--- config.mk ---
export PLATFORM = sky130hd
export DESIGN_NAME = id_ext_ctrl
export DESIGN_NICKNAME = d
export VERILOG_FILES = /design/src/rtl/id_ext_pkg.sv /design/src/rtl/id_ext_dec.sv /design/src/rtl/id_ext_ctrl.sv
export SDC_FILE = /design/constraint.sdc
export NUM_CORES = 1
export LEC_CHECK = 0
export ABC_AREA = 1
export CAP_MARGIN = 10
export CORE_UTILIZATION = 40
export DETAILED_ROUTE_END_ITERATION = 12
export GPL_TIMING_DRIVEN = 0
export PLACE_DENSITY_LB_ADDON = 0.2
export SLEW_MARGIN = 20
export SYNTH_ARGS = -nofsm -noshare
export SYNTH_HDL_FRONTEND = slang
export SYNTH_SLANG_ARGS = --single-unit
export TNS_END_PERCENT = 5
--- constraint.sdc ---
create_clock -name clk -period 1.8 [get_ports clk]
set_input_delay 0.45 -clock clk [delete_from_list [all_inputs] [get_ports clk]]
set_output_delay 0.45 -clock clk [all_outputs]
set_load 0.01 [all_outputs]
--- src/rtl/id_ext_pkg.sv ---
// rtl/id_ext_pkg.sv - extender select constants, FSM states and opcode fields for id_ext_ctrl
package id_ext_pkg;

    localparam logic [5:0] EXT_Z12 = 6'b000001;
    localparam logic [5:0] EXT_S12 = 6'b000010;
    localparam logic [5:0] EXT_S16 = 6'b000100;
    localparam logic [5:0] EXT_S26 = 6'b001000;
    localparam logic [5:0] EXT_F20 = 6'b010000;
    localparam logic [5:0] EXT_Z5  = 6'b100000;

    typedef enum logic [1:0] {
        EMPTY = 2'd0,
        ONE   = 2'd1,
        FULL  = 2'd2
    } state_t;

    // instr[31:22]
    localparam logic [9:0] OP10_SLTI   = 10'h008;
    localparam logic [9:0] OP10_SLTUI  = 10'h009;
    localparam logic [9:0] OP10_ADDI_W = 10'h00A;
    localparam logic [9:0] OP10_ANDI   = 10'h00D;
    localparam logic [9:0] OP10_ORI    = 10'h00E;
    localparam logic [9:0] OP10_XORI   = 10'h00F;
    localparam logic [9:0] OP10_LD_B   = 10'h0A0;
    localparam logic [9:0] OP10_LD_H   = 10'h0A1;
    localparam logic [9:0] OP10_LD_W   = 10'h0A2;
    localparam logic [9:0] OP10_ST_B   = 10'h0A4;
    localparam logic [9:0] OP10_ST_H   = 10'h0A5;
    localparam logic [9:0] OP10_ST_W   = 10'h0A6;
    localparam logic [9:0] OP10_LD_BU  = 10'h0A8;
    localparam logic [9:0] OP10_LD_HU  = 10'h0A9;

    // instr[31:26]
    localparam logic [5:0] OP6_JIRL = 6'h13;
    localparam logic [5:0] OP6_B    = 6'h14;
    localparam logic [5:0] OP6_BL   = 6'h15;
    localparam logic [5:0] OP6_BEQ  = 6'h16;
    localparam logic [5:0] OP6_BNE  = 6'h17;
    localparam logic [5:0] OP6_BLT  = 6'h18;
    localparam logic [5:0] OP6_BGE  = 6'h19;
    localparam logic [5:0] OP6_BLTU = 6'h1A;
    localparam logic [5:0] OP6_BGEU = 6'h1B;

    // instr[31:25]
    localparam logic [6:0] OP7_LU12I_W   = 7'h0A;
    localparam logic [6:0] OP7_PCADDU12I = 7'h0E;

    // instr[31:15]
    localparam logic [16:0] OP17_SLLI_W = 17'h00081;
    localparam logic [16:0] OP17_SRLI_W = 17'h00089;
    localparam logic [16:0] OP17_SRAI_W = 17'h00091;

endpackage

--- src/rtl/id_ext_dec.sv ---
// rtl/id_ext_dec.sv - combinational immediate-class decoder producing a one-hot extender select
module id_ext_dec
    import id_ext_pkg::*;
(
    input  logic [31:0] instr,
    output logic [5:0]  ext_op,
    output logic        unk
);

    logic [9:0]  op10;
    logic [5:0]  op6;
    logic [6:0]  op7;
    logic [16:0] op17;
    logic        z12, s12, s16, s26, f20, z5;

    assign op10 = instr[31:22];
    assign op6  = instr[31:26];
    assign op7  = instr[31:25];
    assign op17 = instr[31:15];

    // The opcode groups occupy disjoint encodings, so at most one match fires.
    assign z12 = op10 inside {OP10_ANDI, OP10_ORI, OP10_XORI};
    assign s12 = op10 inside {OP10_SLTI, OP10_SLTUI, OP10_ADDI_W,
                              OP10_LD_B, OP10_LD_H, OP10_LD_W,
                              OP10_ST_B, OP10_ST_H, OP10_ST_W,
                              OP10_LD_BU, OP10_LD_HU};
    assign s16 = op6 inside {OP6_JIRL, OP6_BEQ, OP6_BNE, OP6_BLT,
                             OP6_BGE, OP6_BLTU, OP6_BGEU};
    assign s26 = op6 inside {OP6_B, OP6_BL};
    assign f20 = op7 inside {OP7_LU12I_W, OP7_PCADDU12I};
    assign z5  = op17 inside {OP17_SLLI_W, OP17_SRLI_W, OP17_SRAI_W};

    assign ext_op = ({6{z12}} & EXT_Z12) | ({6{s12}} & EXT_S12) |
                    ({6{s16}} & EXT_S16) | ({6{s26}} & EXT_S26) |
                    ({6{f20}} & EXT_F20) | ({6{z5}}  & EXT_Z5);
    assign unk    = ~|ext_op;

endmodule

--- src/rtl/id_ext_ctrl.sv ---
// rtl/id_ext_ctrl.sv - ID stage with immediate-class decode and 2-entry skid buffer; ID_EXT_PERF_EN adds perf counters
module id_ext_ctrl
    import id_ext_pkg::*;
#(
    parameter int XLEN = 32
) (
    input  logic            clk,
    input  logic            rstn,
    input  logic            in_valid,
    output logic            in_ready,
    input  logic [XLEN-1:0] in_instr,
    input  logic [XLEN-1:0] in_pc,
    output logic            out_valid,
    input  logic            out_ready,
    output logic [XLEN-1:0] out_instr,
    output logic [XLEN-1:0] out_pc,
    output logic [5:0]      out_ext_op,
    output logic            out_unk,
    input  logic            flush
`ifdef ID_EXT_PERF_EN
    ,
    output logic [31:0]     perf_issue,
    output logic [31:0]     perf_stall
`endif
);

    state_t          state_q;
    logic [XLEN-1:0] main_instr_q, main_pc_q, skid_instr_q, skid_pc_q;
    logic [5:0]      main_op_q, skid_op_q;
    logic            main_unk_q, skid_unk_q;
    logic [5:0]      dec_op_d;
    logic            dec_unk_d;
    logic            in_fire, out_fire;

    id_ext_dec u_dec (
        .instr  (in_instr[31:0]),
        .ext_op (dec_op_d),
        .unk    (dec_unk_d)
    );

    assign in_ready  = (state_q != FULL);
    assign out_valid = (state_q != EMPTY);
    assign in_fire   = in_valid & in_ready;
    assign out_fire  = out_valid & out_ready;

    assign out_instr  = main_instr_q;
    assign out_pc     = main_pc_q;
    assign out_ext_op = main_op_q;
    assign out_unk    = main_unk_q;

    always_ff @(posedge clk or negedge rstn) begin
        if (!rstn) begin
            state_q      <= EMPTY;
            main_instr_q <= '0;
            main_pc_q    <= '0;
            main_op_q    <= '0;
            main_unk_q   <= 1'b0;
            skid_instr_q <= '0;
            skid_pc_q    <= '0;
            skid_op_q    <= '0;
            skid_unk_q   <= 1'b0;
        end else if (flush) begin
            state_q <= EMPTY;
        end else begin
            unique case (state_q)
                EMPTY: begin
                    if (in_fire) begin
                        main_instr_q <= in_instr;
                        main_pc_q    <= in_pc;
                        main_op_q    <= dec_op_d;
                        main_unk_q   <= dec_unk_d;
                        state_q      <= ONE;
                    end
                end
                ONE: begin
                    if (in_fire && out_fire) begin
                        main_instr_q <= in_instr;
                        main_pc_q    <= in_pc;
                        main_op_q    <= dec_op_d;
                        main_unk_q   <= dec_unk_d;
                    end else if (in_fire) begin
                        skid_instr_q <= in_instr;
                        skid_pc_q    <= in_pc;
                        skid_op_q    <= dec_op_d;
                        skid_unk_q   <= dec_unk_d;
                        state_q      <= FULL;
                    end else if (out_fire) begin
                        state_q <= EMPTY;
                    end
                end
                FULL: begin
                    // in_ready is low here, so only the drain path exists.
                    if (out_fire) begin
                        main_instr_q <= skid_instr_q;
                        main_pc_q    <= skid_pc_q;
                        main_op_q    <= skid_op_q;
                        main_unk_q   <= skid_unk_q;
                        state_q      <= ONE;
                    end
                end
                default: state_q <= EMPTY;
            endcase
        end
    end

`ifdef ID_EXT_PERF_EN
    logic [31:0] perf_issue_q, perf_stall_q;

    always_ff @(posedge clk or negedge rstn) begin
        if (!rstn) begin
            perf_issue_q <= '0;
            perf_stall_q <= '0;
        end else begin
            if (out_fire)
                perf_issue_q <= perf_issue_q + 32'd1;
            if (out_valid && !out_ready)
                perf_stall_q <= perf_stall_q + 32'd1;
        end
    end

    assign perf_issue = perf_issue_q;
    assign perf_stall = perf_stall_q;
`endif

endmodule

==> results.json <==
{
  "instances_no_fill": 1139,
  "yosysMostFrequentCell": "nand2_1",
  "async_flop_share_pct": 100,
  "grt_usage_pct": 21.3,
  "syn2layout_area_growth_pct": 38.8,
  "syn_nets": 823,
  "clock_skew_ns": 0.00843,
  "io_pins": 142,
  "fin_ws_ns": 0.0354,
  "synthTopCellsByArea": "dfrtp_1 57%, nand2_1 14%, o21ai_1 9.2%, o21ai_0 7.3%, inv_1 4.2%",
  "start_kind": "flip-flop",
  "synth_top_area_share_pct": 57.3,
  "ys_ff_latch": 144,
  "endpoint_kind": "output pin",
  "pre_cts_ws_ns": -0.388,
  "hold_path.class": "reg2reg",
  "final-max-slew-violation-count": 0,
  "maxCapViolCount": 0,
  "syn_inst": 754,
  "die_h_um": 127,
  "avgSynthCellArea_um2": 8.33,
  "worstReg2RegStart": "state_q[1]",
  "viasPerCell": 4.76,
  "yosysSeqAreaShare_pct": 57.3,
  "critPathMaxStageDelay_ns": 0.54,
  "cts_sinks": 144,
  "layout.nets": 985,
  "rsz0062_at_grt": "yes",
  "insertion_delay_ns": 0.43,
  "worst_pin_slew_ns": 0.515,
  "antenna_found_initial": 0,
  "cpMaxStageDelayCell": "clkdlybuf4s50_1",
  "ir_worst_vdd_v": 0.000688,
  "crit_type": "reg2out",
  "fp.dieArea_mm2": 0.0162,
  "cts_tree": "built",
  "wl_per_cell_um": 14.1,
  "start_util_pct": 41.2,
  "die_w_um": 127,
  "dp_hpwl_um": 11100,
  "min_period_over_period_pct": 98.0,
  "post-route-min-period_ns": 1.76,
  "power.density_mw_per_mm2": 1250,
  "synth_top_area_cell": "dfrtp_1",
  "min_from": "skid_op_q[3]",
  "critPathBufInv": 1,
  "synth_warnings": 0,
  "wl_um": 16100,
  "n_fill_cell": 1383,
  "slew_headroom_pct": 65.7,
  "final-setup-viol-count": 0,
  "ant_nets": 0,
  "grt_pass1_vias": 5194,
  "hold_viol": 0,
  "dp.cells": 1107,
  "drive_above_1_share_pct": 8.62,
  "antenna_cells": 0,
  "cts_inserted_buffers": 17,
  "grt_max_degree": 93,
  "h-tree-depth": 4,
  "crit_start": "out_pc[5]",
  "fmax_mhz": 567,
  "crit_path_cell_trace": "clkdlybuf4s50_1",
  "crit_fanout": 2,
  "synth-edff-count": 0,
  "postPlaceCellArea_mm2": 0.00799,
  "grt_pass1_wl_um": 26600,
  "drc": 0,
  "cp_data_arrival_time_ns": 1.31,
  "stdcell_area_mm2": 0.00872,
  "core_area_mm2": 0.0153,
  "status": "finished clean",
  "finalSetupTns_ns": 0,
  "gp_congestion": 0.806,
  "grt_overflow_total": 0,
  "p_leak_nw": 4.34,
  "synthesis.area_mm2": 0.00628,
  "drt_iter0_drc": 444,
  "io_buffers": 141,
  "first_pass_iters": 4,
  "clockRootBuffer": "clkbuf_16",
  "rows": 45,
  "vias": 5424,
  "critical_path_required_ns": 1.35,
  "ctsLongestPathBuffers": 2,
  "synth-main-ff-cell": "dfrtp_1",
  "synth_commonest_cells": "232 x nand2_1, 144 x dfrtp_1, 116 x o21ai_1",
  "ys_types": 21,
  "path_delay_family": "buffers and inverters",
  "path_clk_slew_ns": 0.06
}
timing repair:
action | CTS | global route
setup endpoints to repair | 11 | 80
endpoints found under the hold margin | 52 | 0
pin swaps | 1 | 0
setup buffers | 1 | 0
hold buffers | 1 | 0
gates resized for setup | 17 | 47
worst reg2reg max path, stage by stage (launching register included):
cell and delay (ns):
dfrtp_1 0.40, inv_2 0.07, nor2_4 0.16, buf_4 0.15, buf_2 0.22, buf_2 0.26, nand2_1 0.07, o21ai_0 0.12
o21ai_1 0.12
cell type report:
cell class,instances,area (um^2),share of cell area (%)
multi-input cells,489,2160,24.8
inverters,76,290,3.33
plain buffers,44,256,2.94
clock inverters,4,70.1,0.804
well taps,211,264,3.03
clock buffers,27,543,6.23
repair buffers,144,1530,17.5
flip-flops and latches,144,3600,41.3
registers in the layout, indices dropped and copies added, names as in the netlist, 2 cells and up:
name,count
out_instr,32
out_pc,32
skid_instr_q,32
skid_pc_q,32
out_ext_op,6
skid_op_q,6
state_q,2
layout by cell type, fill, tap and decap left out, drive strengths merged:
cell	instances
clkdlybuf4s15	1
inv	76
clkinv	2
o21a	2
nor2	24
dfrtp	144
nand3b	1
a21oi	9
buf	32
nor3	2
a2bb2oi	1
clkdlybuf4s50	96
dlygate4sd2	9
bufinv	2
nand4	2
o21ai	209
dlymetal6s2s	33
clkbuf	43
dlygate4sd3	1
nand3	6
nand2	233
routing by layer:
metal	routed length (um)	part of all wire, %	vias up	track usage (%)
met2	7090	44	134	31.3
met1	8000	50	2530	30.7
li1	-	-	2741	-
met4	273	1.7	0	8.89
met5	0	0	-	0
met3	685	4.3	19	4.10
power breakdown:
| group | internal (mW) | switching (mW) | total (mW) |
|---|---|---|---|
| Sequential | 4.22 | 0.396 | 4.62 |
| Clock | 2.32 | 1.29 | 3.62 |
| Combinational | 1.30 | 1.33 | 2.63 |
final timing paths:
path	to	slack, ns	depth (start not counted)
worst max-delay path	out_pc[5]	0.04	1
worst min-delay path	skid_op_q[3]	0.48	2
worst max register to register	out_instr[2]	0.12	8
worst min register to register	skid_op_q[3]	0.48	2
max in group asynchronous	state_q[0]	0.49	3
min in group asynchronous	out_instr[2]	0.52	2
metrics by stage:
stage | power [mW] | hold slack (ns) | utilization, %
after CTS | 11.0 | 0.483 | 56.4
after detailed placement | 7.39 | 0.387 | 52.4
after global placement | 7.33 | 0.464 | 52.2
after floorplan | 5.97 | 0.154 | -
final | 10.9 | 0.478 | 57.1
after global routing | 11.5 | 0.503 | 57.1
cells by family (layout without fill, tap and decap cells):
kind of cell	count (synthesis)	after routing	share of synthesized area [%]
AND/OR/NAND/NOR	268	268	16.5
AO/OA/AOI/OAI	221	221	17.8
buffers and inverters	121	295	8.38
flip-flops	144	144	57.3
(Power assumes the default switching activity.)
